<file path="src/rtl/muldiv_pkg.sv">
// Shared definitions for the multi-cycle multiply/divide unit.
// Status bit positions match the ALU status byte.
package muldiv_pkg;

   localparam logic [1:0] OP_MULT  = 2'b00;
   localparam logic [1:0] OP_MULTU = 2'b01;
   localparam logic [1:0] OP_DIV   = 2'b10;
   localparam logic [1:0] OP_DIVU  = 2'b11;

   typedef enum logic [1:0] {S_IDLE, S_CALC, S_FIXUP, S_DONE} state_t;

   localparam int ST_ZERO = 7;
   localparam int ST_NEG  = 4;
   localparam int ST_DIV0 = 2;

endpackage

</file>
<file path="src/rtl/muldiv_step.sv">
// One radix-2 iteration on magnitudes: add-and-shift-right for multiply,
// restoring shift-left-and-subtract for divide.
module muldiv_step #(
   parameter int WIDTH = 32
) (
   input  logic               is_div,
   input  logic [2*WIDTH-1:0] acc,
   input  logic [WIDTH-1:0]   b,
   output logic [2*WIDTH-1:0] acc_nxt
);

   logic [WIDTH:0]   sum;
   logic [WIDTH:0]   top;
   logic [WIDTH-1:0] diff;
   logic             ge;

   always_comb begin
      // multiply: {product_hi, remaining multiplier bits}, multiplicand in b
      sum  = {1'b0, acc[2*WIDTH-1:WIDTH]} + {1'b0, (acc[0] ? b : {WIDTH{1'b0}})};
      // divide: {remainder, dividend/quotient}; top holds the shifted-out bit
      top  = acc[2*WIDTH-1:WIDTH-1];
      ge   = (top >= {1'b0, b});
      diff = top[WIDTH-1:0] - b;
      if (is_div)
         acc_nxt = ge ? {diff, acc[WIDTH-2:0], 1'b1} : {acc[2*WIDTH-2:0], 1'b0};
      else
         acc_nxt = {sum, acc[WIDTH-1:1]};
   end

endmodule

</file>
<file path="src/rtl/muldiv_sequencer.sv">
// Multi-cycle MULT/MULTU/DIV/DIVU unit: WIDTH iterations on magnitudes,
// then a one-cycle sign fixup that loads hi/lo/status.
module muldiv_sequencer
   import muldiv_pkg::*;
#(
   parameter int WIDTH = 32,
   parameter int CNT_W = 6
) (
   input  logic             clk,
   input  logic             rst_n,
   input  logic             start,
   input  logic [1:0]       op,
   input  logic [WIDTH-1:0] op_a,
   input  logic [WIDTH-1:0] op_b,
   input  logic             flush,
   output logic             busy,
   output logic             done,
   output logic [WIDTH-1:0] hi,
   output logic [WIDTH-1:0] lo,
   output logic [7:0]       status
);

   state_t             state;
   logic               div_r, neg_lo, neg_hi;
   logic [CNT_W-1:0]   cnt;
   logic [WIDTH-1:0]   b_r;
   logic [2*WIDTH-1:0] acc, acc_nxt;

   logic               is_div, is_sgn, a_neg, b_neg, accept, div0;
   logic [WIDTH-1:0]   a_abs, b_abs;

   always_comb begin
      is_div = (op == OP_DIV) || (op == OP_DIVU);
      is_sgn = (op == OP_MULT) || (op == OP_DIV);
      a_neg  = is_sgn & op_a[WIDTH-1];
      b_neg  = is_sgn & op_b[WIDTH-1];
      a_abs  = a_neg ? -op_a : op_a;
      b_abs  = b_neg ? -op_b : op_b;
      accept = start & ~flush & ((state == S_IDLE) || (state == S_DONE));
      div0   = is_div & (op_b == '0);
   end

   muldiv_step #(.WIDTH(WIDTH)) u_step (
      .is_div  (div_r),
      .acc     (acc),
      .b       (b_r),
      .acc_nxt (acc_nxt)
   );

   logic [2*WIDTH-1:0] prod;
   logic [WIDTH-1:0]   fix_hi, fix_lo;
   logic [7:0]         fix_st;

   always_comb begin
      prod   = neg_lo ? -acc : acc;
      fix_st = '0;
      if (div_r) begin
         // quotient truncates toward zero; remainder follows the dividend
         fix_lo = neg_lo ? -acc[WIDTH-1:0] : acc[WIDTH-1:0];
         fix_hi = neg_hi ? -acc[2*WIDTH-1:WIDTH] : acc[2*WIDTH-1:WIDTH];
         fix_st[ST_ZERO] = (fix_lo == '0);
         fix_st[ST_NEG]  = fix_lo[WIDTH-1];
      end else begin
         fix_hi = prod[2*WIDTH-1:WIDTH];
         fix_lo = prod[WIDTH-1:0];
         fix_st[ST_ZERO] = (prod == '0);
         fix_st[ST_NEG]  = prod[2*WIDTH-1];
      end
   end

   always_ff @(posedge clk or negedge rst_n) begin
      if (!rst_n) begin
         state  <= S_IDLE;
         busy   <= 1'b0;
         done   <= 1'b0;
         hi     <= '0;
         lo     <= '0;
         status <= '0;
         cnt    <= '0;
         acc    <= '0;
         b_r    <= '0;
         div_r  <= 1'b0;
         neg_lo <= 1'b0;
         neg_hi <= 1'b0;
      end else begin
         done <= 1'b0;
         case (state)
            S_IDLE, S_DONE: begin
               if (accept && div0) begin
                  state          <= S_DONE;
                  done           <= 1'b1;
                  status         <= '0;
                  status[ST_DIV0] <= 1'b1;
               end else if (accept) begin
                  state  <= S_CALC;
                  busy   <= 1'b1;
                  cnt    <= '0;
                  div_r  <= is_div;
                  neg_lo <= a_neg ^ b_neg;
                  neg_hi <= a_neg;
                  acc    <= {{WIDTH{1'b0}}, (is_div ? a_abs : b_abs)};
                  b_r    <= is_div ? b_abs : a_abs;
               end else begin
                  state <= S_IDLE;
               end
            end
            S_CALC: begin
               if (flush) begin
                  state <= S_IDLE;
                  busy  <= 1'b0;
               end else begin
                  acc <= acc_nxt;
                  cnt <= cnt + CNT_W'(1);
                  if (cnt == CNT_W'(WIDTH-1)) state <= S_FIXUP;
               end
            end
            S_FIXUP: begin
               state <= flush ? S_IDLE : S_DONE;
               busy  <= 1'b0;
               if (!flush) begin
                  hi     <= fix_hi;
                  lo     <= fix_lo;
                  status <= fix_st;
                  done   <= 1'b1;
               end
            end
            default: state <= S_IDLE;
         endcase
      end
   end

endmodule

</file>
<file path="config.mk">
export PLATFORM = sky130hd
export DESIGN_NAME = muldiv_sequencer
export DESIGN_NICKNAME = d
export VERILOG_FILES = /design/src/rtl/muldiv_pkg.sv /design/src/rtl/muldiv_step.sv /design/src/rtl/muldiv_sequencer.sv
export SDC_FILE = /design/constraint.sdc
export NUM_CORES = 1
export LEC_CHECK = 0
export CORE_MARGIN = 2
export CORE_UTILIZATION = 35
export CTS_CLUSTER_DIAMETER = 40
export CTS_CLUSTER_SIZE = 16
export DETAILED_ROUTE_END_ITERATION = 12
export HOLD_SLACK_MARGIN = 0.06
export SYNTH_ARGS = -nofsm -noshare
export SYNTH_HDL_FRONTEND = slang
export SYNTH_SLANG_ARGS = --single-unit
</file>
<file path="constraint.sdc">
create_clock -name clk -period 10 [get_ports clk]
set_clock_uncertainty 0.2 [all_clocks]
set_input_delay 2 -clock clk [delete_from_list [all_inputs] [get_ports clk]]
set_output_delay 2 -clock clk [all_outputs]
set_load 0.1 [all_outputs]
</file>
==> impl_metrics.env, run 1 <==
export IMPL_finalInstanceArea_um2=18280
export IMPL_grt_pass1_vias=14890
export IMPL_drt_iter0_markers=1471
export IMPL_antennaDiodeCount=0
export IMPL_cp_slowest_stage_delay_ns=0.62
export IMPL_synth_distinct_cells=78
export IMPL_synth_seq_cells=176
export IMPL_cts_tree="yes"
export IMPL_cts_sinks=176
export IMPL_final_period_utilization_pct=61.46
export IMPL_antenna_found_initial=0
export IMPL_hold_ws_ns=0.2738
export IMPL_numPortBuffers=138
export IMPL_max_slew_margin_pct=19.92
export IMPL_gp_congestion=0.9321
export IMPL_path_buf_inv=3
export IMPL_grt_max_degree=134
export IMPL_syn_area_per_cell_um2=7.447
export IMPL_cpMaxStageDelayCell="nor3b_1"
export IMPL_end_kind="flop"
export IMPL_clkTransAtPathRegs_ns=0.07
export IMPL_setup_worst_path_class="in -> reg"
export IMPL_setup_violations=0
export IMPL_worst_pin_slew_ns=1.197
export IMPL_crit_top_cell="buf_4"
export IMPL_drv_slew=0
export IMPL_crit_chain="clkdlybuf4s50_1 > or3_1 > nor3b_1 > nor4b_1 > nand4_1 > nand2_1 > a21boi_1 > buf_4 > nor2_4 > buf_4 > nor3_1 > a221o_1"
export IMPL_via_count=15970
export IMPL_drt_wirelength_per_cell_um=19.80
export IMPL_clk_latency_ns=0.45
export IMPL_total_power_mw=4.996
export IMPL_grt_pass1_wl_um=86550
export IMPL_num_io_pins=144
export IMPL_critPathMaxFanout=29
export IMPL_die_h_um=217.5
export IMPL_netlist_area_leader_share_pct=27.61
export IMPL_syn_cell_area_um2=15950
export IMPL_htreeDepth=4
export IMPL_cts_setup_buffers=0
export IMPL_ys_flop_type="dfrtp_1"
export IMPL_r2r_setup_slack_ns=4.69
export IMPL_synth_edf_count=0
export IMPL_first_pass_iters=6
export IMPL_critPathTopFamily="simple AND/OR/NAND/NOR gates"
export IMPL_cts_buffer_depth=2
export IMPL_postCtsHoldBufs=0
export IMPL_power_density_nw_per_um2=273.4
export IMPL_cap_viol_max_count=0
export IMPL_rsz0062_at_grt="false"
export IMPL_drive_above_1_share_pct=5.220
export IMPL_synth_area_leaders="dfrtp_1, o21ai_0, a21oi_1"
export IMPL_core_area_um2=45190
export IMPL_gr_usage_all_layers_pct=23.30
export IMPL_cts_buffers=17
export IMPL_hold_path_class="reg -> reg"
export IMPL_die_x_um=217.5
export IMPL_p_leak_nw=7.514
export IMPL_drc=0
export IMPL_postSynthCellCount=2142
export IMPL_required_ns=10.13
export IMPL_fin_nets=2314
export IMPL_dp_hpwl_um=42470
export IMPL_peakVddDrop_uv=210.0
export IMPL_ant_nets=0
export IMPL_cts_resized_gates=0
export IMPL_worstPathArrival_ns=6.28
export IMPL_drt_vias_per_instance=5.736
export IMPL_overflow=0
export IMPL_area_growth_pct=14.57
export IMPL_die_area_um2=47300
export IMPL_seq_area_frac_synth_pct=27.61
export IMPL_timing_hold_violations_final=0
export IMPL_totalWireLength_um=55140
export IMPL_startpoint_type="input pin"
export IMPL_yosysWarnings=0
export IMPL_min_period_ns=6.146
export IMPL_synth_async_sr_flop_share_pct=100.0
export IMPL_finalSetupTns_ns=0
export IMPL_placedCellCount=2752
export IMPL_clk_root_buffer_cell="clkbuf_16"
export IMPL_status="finished clean"
export IMPL_start_util_pct=35.30
export IMPL_fin_cells=2784
export IMPL_place_area_um2=17670
export IMPL_num_fill_cells=4681
export IMPL_rows=78
export IMPL_clock_fmax_mhz=162.7
export IMPL_yosysTopAreaCell="dfrtp_1"
flip-flops by register name, indices dropped and copies added, names as in the netlist:
name and cells:
acc 64, b_r 32, hi 32, lo 32
cnt 6, status 3, state 2, busy 1
div_r 1, done 1, neg_hi 1, neg_lo 1
synthesized netlist by cell type (10+ instances only):
master	n
dfrtp_1	176
o31ai_1	28
buf_1	11
and3_1	15
o21a_1	18
nor2_1	227
nor3_1	41
mux2_2	29
a21oi_1	210
nor4_1	20
a21o_1	31
nor2b_1	13
clkbuf_1	121
o22ai_1	10
a22oi_1	14
or3_1	21
o211ai_1	14
nand2_1	269
nand2b_1	12
xor2_1	88
a31oi_1	17
nand4_1	24
or4_1	21
inv_1	70
o221ai_1	11
a211oi_1	31
ha_1	71
mux2i_1	20
o41ai_1	12
nand3_1	35
xnor2_1	97
o21ai_0	237
routing by layer:
metal  share of wire, %  vias up  track usage (%)  wire length (um)
met3                6.4       75            2.608              3535
met5                  0        -                0                 0
met2                 45      599            36.68             24990
met4                2.0        0            6.164              1091
li1                   -     7708                -                 -
met1                 46     7586            33.73             25520
cells in the final DEF, fill, tap and decap left out, drive strengths merged, types with 71 or more instances in the layout:
cell and count:
nand2 269, o21ai 238, nor2 227, a21oi 210, dfrtp 176, clkdlybuf4s50 136, xnor2 97, xor2 88
inv 74, ha 71
area by class of cell:
cell class | instances | area [um^2] | area share (%)
Multi-Input combinational cell | 1749 | 10730 | 58.73
Sequential cell | 176 | 4407 | 24.11
Timing Repair Buffer | 155 | 1505 | 8.236
Tap cell | 600 | 750.7 | 4.108
Clock buffer | 18 | 429.2 | 2.348
Inverter | 72 | 270.3 | 1.479
Clock inverter | 14 | 180.2 | 0.9858
power breakdown:
group / switching, mW / internal, mW
sequential: 0.346 / 0.905
clock: 0.315 / 0.398
combinational: 2.04 / 0.994
total: 2.70 / 2.30
worst reg2reg max path, stage by stage (launching register included):
cell      delay (ns)
dfrtp_1         0.78
ha_1            0.44
nand4_1         0.14
or2_2           0.16
a21oi_1         0.11
or3_1           0.44
a31oi_1         0.53
o21ai_0         0.28
a211oi_4        0.93
buf_4           0.48
mux2i_1         0.37
a21oi_1         0.12
a21o_2          0.21
metrics by stage:
step	util [%]	worst slack [ns]
6_report	40.45	3.854
5_1_grt	40.45	3.602
4_1_cts	40.45	3.957
3_5_place_dp	39.10	3.501
3_3_place_gp	39.10	3.522
2_1_floorplan	-	5.157
kinds of logic (layout without fill, tap and decap cells):
kind of cell	count (synthesis)	in the layout	synth area share [%]
simple gates	747	747	21.71
compound gates	690	690	25.91
buf+inv	221	259	5.467
xor+xnor	185	185	10.16
flops	176	176	27.61
fa+ha+maj	73	73	5.820
mux	49	49	3.302
other cells	1	5	0.02351
path summary, 6_finish.rpt:
kind / from / to / depth (start not counted)
worst min-delay path: b_r[21]$_DFFE_PN0P_ / b_r[21]$_DFFE_PN0P_ / 2
max in group asynchronous: rst_n / acc[31]$_DFFE_PN0P_ / 3
worst min register to register: b_r[21]$_DFFE_PN0P_ / b_r[21]$_DFFE_PN0P_ / 2
worst max-delay path: op_b[2] / acc[29]$_DFFE_PN0P_ / 12
worst max register to register: acc[38]$_DFFE_PN0P_ / acc[43]$_DFFE_PN0P_ / 12
min in group asynchronous: rst_n / b_r[14]$_DFFE_PN0P_ / 1
Power figures use the tool's default switching activity.
==> run 2, diff against run 1 <==
clock period = 5.7 ns   (was 10 ns; I/O delays follow)
==> run 2 against run 1 <==
  * Core utilization rose by 0.32 points
  * Sequential cell count did not move
  * Count of clock-buffer cells in the layout did not move
  * Sequential power rose by 71%
  * Worst setup slack got worse by 2.9 ns
==> impl_metrics.env, run 2 (synthesis results as in run 1) <==
export IMPL_status="finished clean"
export IMPL_finalSetupTns_ns=0
export IMPL_place_ws_ns=0.5393
export IMPL_holdPathEnd="b_r[21]$_DFFE_PN0P_"
export IMPL_hold_path_class="reg -> reg"
export IMPL_p_int_mw=3.999
export IMPL_timing_hold_violations_final=0
export IMPL_min_period_ns=4.774
export IMPL_drive_above_1_share_pct=6.040
export IMPL_reg2reg_from="acc[38]$_DFFE_PN0P_"
export IMPL_drv_slew=0
export IMPL_critPathMaxFanout=18
export IMPL_comb_power_share_pct=61.9
export IMPL_clk_latency_ns=0.47
export IMPL_numPortBuffers=138
export IMPL_p_sw_mw=4.846
export IMPL_peakVddDrop_uv=316.1
export IMPL_worstPathArrival_ns=4.94
export IMPL_gp_congestion=0.9428
export IMPL_grt_pass1_wl_um=87990
export IMPL_largest_register="acc"
export IMPL_final_period_utilization_pct=83.76
export IMPL_whs_path_depth=2
export IMPL_cts_buffer_depth=2
export IMPL_gr_usage_all_layers_pct=23.78
export IMPL_final_cell_mix="nand2_1, o21ai_0, nor2_1"
export IMPL_num_io_pins=144
export IMPL_die_h_um=217.5
export IMPL_dp_hpwl_um=43490
export IMPL_hp_start="b_r[21]$_DFFE_PN0P_"
export IMPL_totalWireLength_um=56250
export IMPL_drt_vias_per_instance=5.765
export IMPL_antenna_found_initial=0
export IMPL_start_util_pct=35.30
export IMPL_rsz0062_at_grt="false"
export IMPL_cts_tree="yes"
export IMPL_via_count=16160
export IMPL_largest_reg_flops=64
export IMPL_die_x_um=217.5
export IMPL_clk_root_buffer_cell="clkbuf_16"
export IMPL_reg2reg_depth=10
export IMPL_end_kind="flop"
export IMPL_setup_violations=0
export IMPL_core_area_um2=45190
export IMPL_worst_pin_slew_ns=1.275
export IMPL_overflow=0
export IMPL_power_density_nw_per_um2=480.2
export IMPL_cap_viol_max_count=0
export IMPL_hold_ws_ns=0.2718
export IMPL_cts_setup_buffers=0
export IMPL_max_slew_margin_pct=14.69
export IMPL_required_ns=5.87
export IMPL_clockPowerShare_pct=13.9
export IMPL_switching_share_pct=54.79
export IMPL_setup_worst_path_class="in -> reg"
export IMPL_reg2reg_to="status[7]$_DFFE_PN0P_"
export IMPL_rows=78
export IMPL_clock_fmax_mhz=209.5
export IMPL_drt_iter0_markers=1776
export IMPL_htreeDepth=4
export IMPL_mostFrequentLayoutCell="nand2_1"
export IMPL_clkTransAtPathRegs_ns=0.07
export IMPL_drt_wirelength_per_cell_um=20.07
export IMPL_cts_sinks=176
export IMPL_fin_nets=2332
export IMPL_die_area_um2=47300
export IMPL_grt_max_degree=134
export IMPL_r2r_setup_slack_ns=0.99
export IMPL_first_pass_iters=6
export IMPL_cts_resized_gates=0
export IMPL_grt_pass1_vias=15230
export IMPL_power_frac_seq_pct=24.2
export IMPL_p_leak_nw=7.605
export IMPL_startpoint_type="input pin"
export IMPL_ant_nets=0
export IMPL_drc=0
export IMPL_area_growth_pct=15.47
export IMPL_fin_ws_ns=0.9258
export IMPL_postCtsHoldBufs=0
export IMPL_cts_buffers=17
## run 2: through the flow
stage          power, mW  util, %  area, um^2  instances
3_5_place_dp       7.556    39.43       17810       2770
4_1_cts            8.795    40.76       18420       2802
6_report           8.844    40.76       18420       2803
5_1_grt            9.406    40.76       18420       2802
2_1_floorplan      5.991        -       15970       2146
3_3_place_gp       7.509    39.43       17810       2770
## run 2: routing by layer
| metal | vias to the layer above | part of all wire [%] | global-route usage [%] | routed length (um) |
|---|---|---|---|---|
| li1 | 7744 | - | - | - |
| met1 | 7749 | 47 | 33.94 | 26200 |
| met2 | 580 | 45 | 37.38 | 25250 |
| met3 | 86 | 5.6 | 2.566 | 3166 |
| met4 | 0 | 2.9 | 7.922 | 1628 |
| met5 | - | 0 | 0 | 0 |
## run 2: worst max-delay path by stage
stage	startpoint	to	slack, ns	cells past startpoint
after floorplan	acc[0]$_DFFE_PN0P_	status[7]$_DFFE_PN0P_	1.32	14
final	op_b[2]	acc[45]$_DFFE_PN0P_	0.93	12
after CTS	op_b[2]	acc[45]$_DFFE_PN0P_	1.0	12
after global routing	op_b[2]	acc[45]$_DFFE_PN0P_	0.65	12
after detailed placement	op_b[2]	acc[45]$_DFFE_PN0P_	0.54	12
after global placement	op_b[2]	acc[47]$_DFFE_PN0P_	0.61	12
## run 2: final cells by class
class / count / area, um^2
fill: 4686 / 26770
tap: 600 / 750.7
inverter: 72 / 270.3
multi-input combinational: 1749 / 10730
antenna: 1 / 2.502
timing repair buffer: 173 / 1653
sequential: 176 / 4407
clock buffer: 18 / 439.2
clock inverter: 14 / 162.7
## run 2: power by group through the flow
stage | Combinational (mW) | Clock [mW] | Sequential (mW)
after floorplan | 3.02 | 0 | 2.97
after global placement | 5.37 | 0 | 2.14
after detailed placement | 5.40 | 0 | 2.15
after CTS | 5.42 | 1.25 | 2.13
after global routing | 5.91 | 1.29 | 2.20
final | 5.47 | 1.23 | 2.14
## run 2: worst max-delay path, cell delays in order
cell and delay, ns:
clkdlybuf4s50_1 0.46, or3_1 0.44, nor3b_1 0.20, buf_4 0.18, nor4b_1 0.53, nand4_1 0.47
nand2_1 0.23, a21boi_1 0.26, nor2_4 0.42, buf_4 0.32, a22oi_1 0.12, o21ai_0 0.16
==> run 3, diff against run 2 <==
clock period = 4.45 ns   (was 5.7 ns; I/O delays follow)
==> run 3 against run 2 <==
  * Final area up 4.0%
  * Non-clock buffer count rose by 87
  * Critical path type is now reg -> reg
  * Clock power increased by 28%
  * Highest routed layer unchanged
  * Global-route usage rose by 0.41 points
  * Count of clock-buffer cells in the layout unchanged
  * Power is 32% higher
  * Cell count grew 3.1%
  * First-iteration DRC count is 24% lower
==> impl_metrics.env, run 3 (synthesis results as in run 1) <==
export IMPL_drv_slew=0
export IMPL_antenna_found_initial=0
export IMPL_worstPathArrival_ns=4.46
export IMPL_via_count=16410
export IMPL_fin_ws_ns=0.1816
export IMPL_num_io_pins=144
export IMPL_cts_buffer_depth=2
export IMPL_grt_max_degree=110
export IMPL_postCtsHoldBufs=0
export IMPL_rsz0062_at_grt="false"
export IMPL_top_usage_layer="met2"
export IMPL_clkTransAtPathRegs_ns=0.08
export IMPL_first_pass_iters=5
export IMPL_critPathMaxFanout=5
export IMPL_finalSetupTns_ns=0
export IMPL_drt_wirelength_per_cell_um=19.83
export IMPL_clk_latency_ns=0.48
export IMPL_cts_resized_gates=0
export IMPL_clk_root_buffer_cell="clkbuf_16"
export IMPL_worst_pin_slew_ns=1.010
export IMPL_reg2reg_depth=10
export IMPL_hold_path_class="in -> async"
export IMPL_grt_pass1_vias=15670
export IMPL_rows=78
export IMPL_numPortBuffers=138
export IMPL_drive_above_1_share_pct=9.611
export IMPL_peakVddDrop_uv=551.8
export IMPL_cts_buffers=17
export IMPL_antennaDiodeCount=0
export IMPL_die_area_um2=47300
export IMPL_largest_reg_flops=64
export IMPL_use_met2_pct=38.96
export IMPL_gp_congestion=0.9581
export IMPL_drt_vias_per_instance=5.681
export IMPL_setup_worst_path_class="reg -> reg"
export IMPL_place_ws_ns=0.1419
export IMPL_num_fill_cells=4560
export IMPL_startpoint_type="flop"
export IMPL_core_area_um2=45190
export IMPL_final_cell_mix="nand2_1, o21ai_0, nor2_1"
export IMPL_mostFrequentLayoutCell="nand2_1"
export IMPL_cts_setup_buffers=0
export IMPL_max_slew_margin_pct=32.45
export IMPL_grt_pass1_wl_um=88690
export IMPL_ant_nets=0
export IMPL_overflow=0
export IMPL_cts_sinks=176
export IMPL_area_growth_pct=20.03
export IMPL_dp_hpwl_um=45260
export IMPL_power_density_nw_per_um2=610.0
export IMPL_min_period_ns=4.268
export IMPL_cap_viol_max_count=0
export IMPL_die_x_um=217.5
export IMPL_die_h_um=217.5
export IMPL_drc=0
export IMPL_final_period_utilization_pct=95.92
export IMPL_end_kind="flop"
export IMPL_drt_iter0_markers=1344
export IMPL_fin_nets=2419
export IMPL_met1_usage_pct=33.00
export IMPL_timing_hold_violations_final=0
export IMPL_p_leak_nw=8.069
export IMPL_clock_fmax_mhz=234.3
export IMPL_grtUsageMet3_pct=3.236
export IMPL_cts_tree="yes"
export IMPL_totalWireLength_um=57280
export IMPL_setup_violations=0
export IMPL_htreeDepth=4
export IMPL_gr_usage_all_layers_pct=24.20
export IMPL_start_util_pct=35.30
export IMPL_status="finished clean"
export IMPL_required_ns=4.64
export IMPL_largest_register="acc"
## run 3: changes by cell type in the layout (fill, tap and decap cells not counted), sizes merged
cell | before | now
diode | 1 | 0
buf | 37 | 124
inv | 79 | 78
clkinvlp | 1 | 0
clkinv | 5 | 8
bufinv | 1 | 0
## run 3: layer usage
metal | up-vias | part of all wire (%) | wire length, um
met5 | - | 0 | 0
li1 | 7921 | - | -
met4 | 0 | 3.1 | 1783
met2 | 507 | 46 | 26090
met3 | 92 | 5.4 | 3109
met1 | 7892 | 46 | 26300
## run 3: area by class of cell
class	count	area (um^2)	area share [%]
Inverter	72	270.3	1.411
Clock buffer	18	439.2	2.294
Sequential cell	176	4407	23.02
Tap cell	600	750.7	3.921
Clock inverter	14	177.7	0.9279
Timing Repair Buffer	260	2369	12.37
Multi-Input combinational cell	1749	10730	56.06
## run 3: final timing paths
check	start	end	slack [ns]
worst max-delay path	acc[39]$_DFFE_PN0P_	status[7]$_DFFE_PN0P_	0.18
min in group clk	b_r[25]$_DFFE_PN0P_	b_r[25]$_DFFE_PN0P_	0.28
worst min-delay path	rst_n	b_r[9]$_DFFE_PN0P_	0.25
worst max register to register	acc[39]$_DFFE_PN0P_	status[7]$_DFFE_PN0P_	0.18
max in group asynchronous	rst_n	hi[23]$_DFFE_PN0P_	2.86
worst min register to register	b_r[25]$_DFFE_PN0P_	b_r[25]$_DFFE_PN0P_	0.28
## run 3: through the flow
stage                     hold slack [ns]  cell area [um^2]  utilization, %  total power, mW  instances
final                              0.2455             19150           42.37            11.68       2889
after global routing               0.2977             19150           42.37            12.44       2889
after CTS                          0.2774             19150           42.37            11.65       2889
after detailed placement           0.2605             18530           41.01            10.05       2857
after global placement             0.2571             18530           41.01            9.991       2857
after floorplan                    0.2387             15970               -            7.674       2146
## run 3: critical path, cell delays in order (launching register included)
cell and delay, ns:
dfrtp_1 0.39, or4_1 0.70, or3_4 0.48, or3_4 0.41, o21a_1 0.19, o221ai_2 0.14
o2111ai_1 0.14, a2111o_1 0.40, or4_1 0.38, or4_1 0.55, a211oi_2 0.21
## run 3: report_power, final
group          leakage, nW  internal, mW  switching (mW)
Combinational         5.50          2.57            5.15
Clock                0.299         0.779           0.792
Sequential            2.27          2.04           0.347
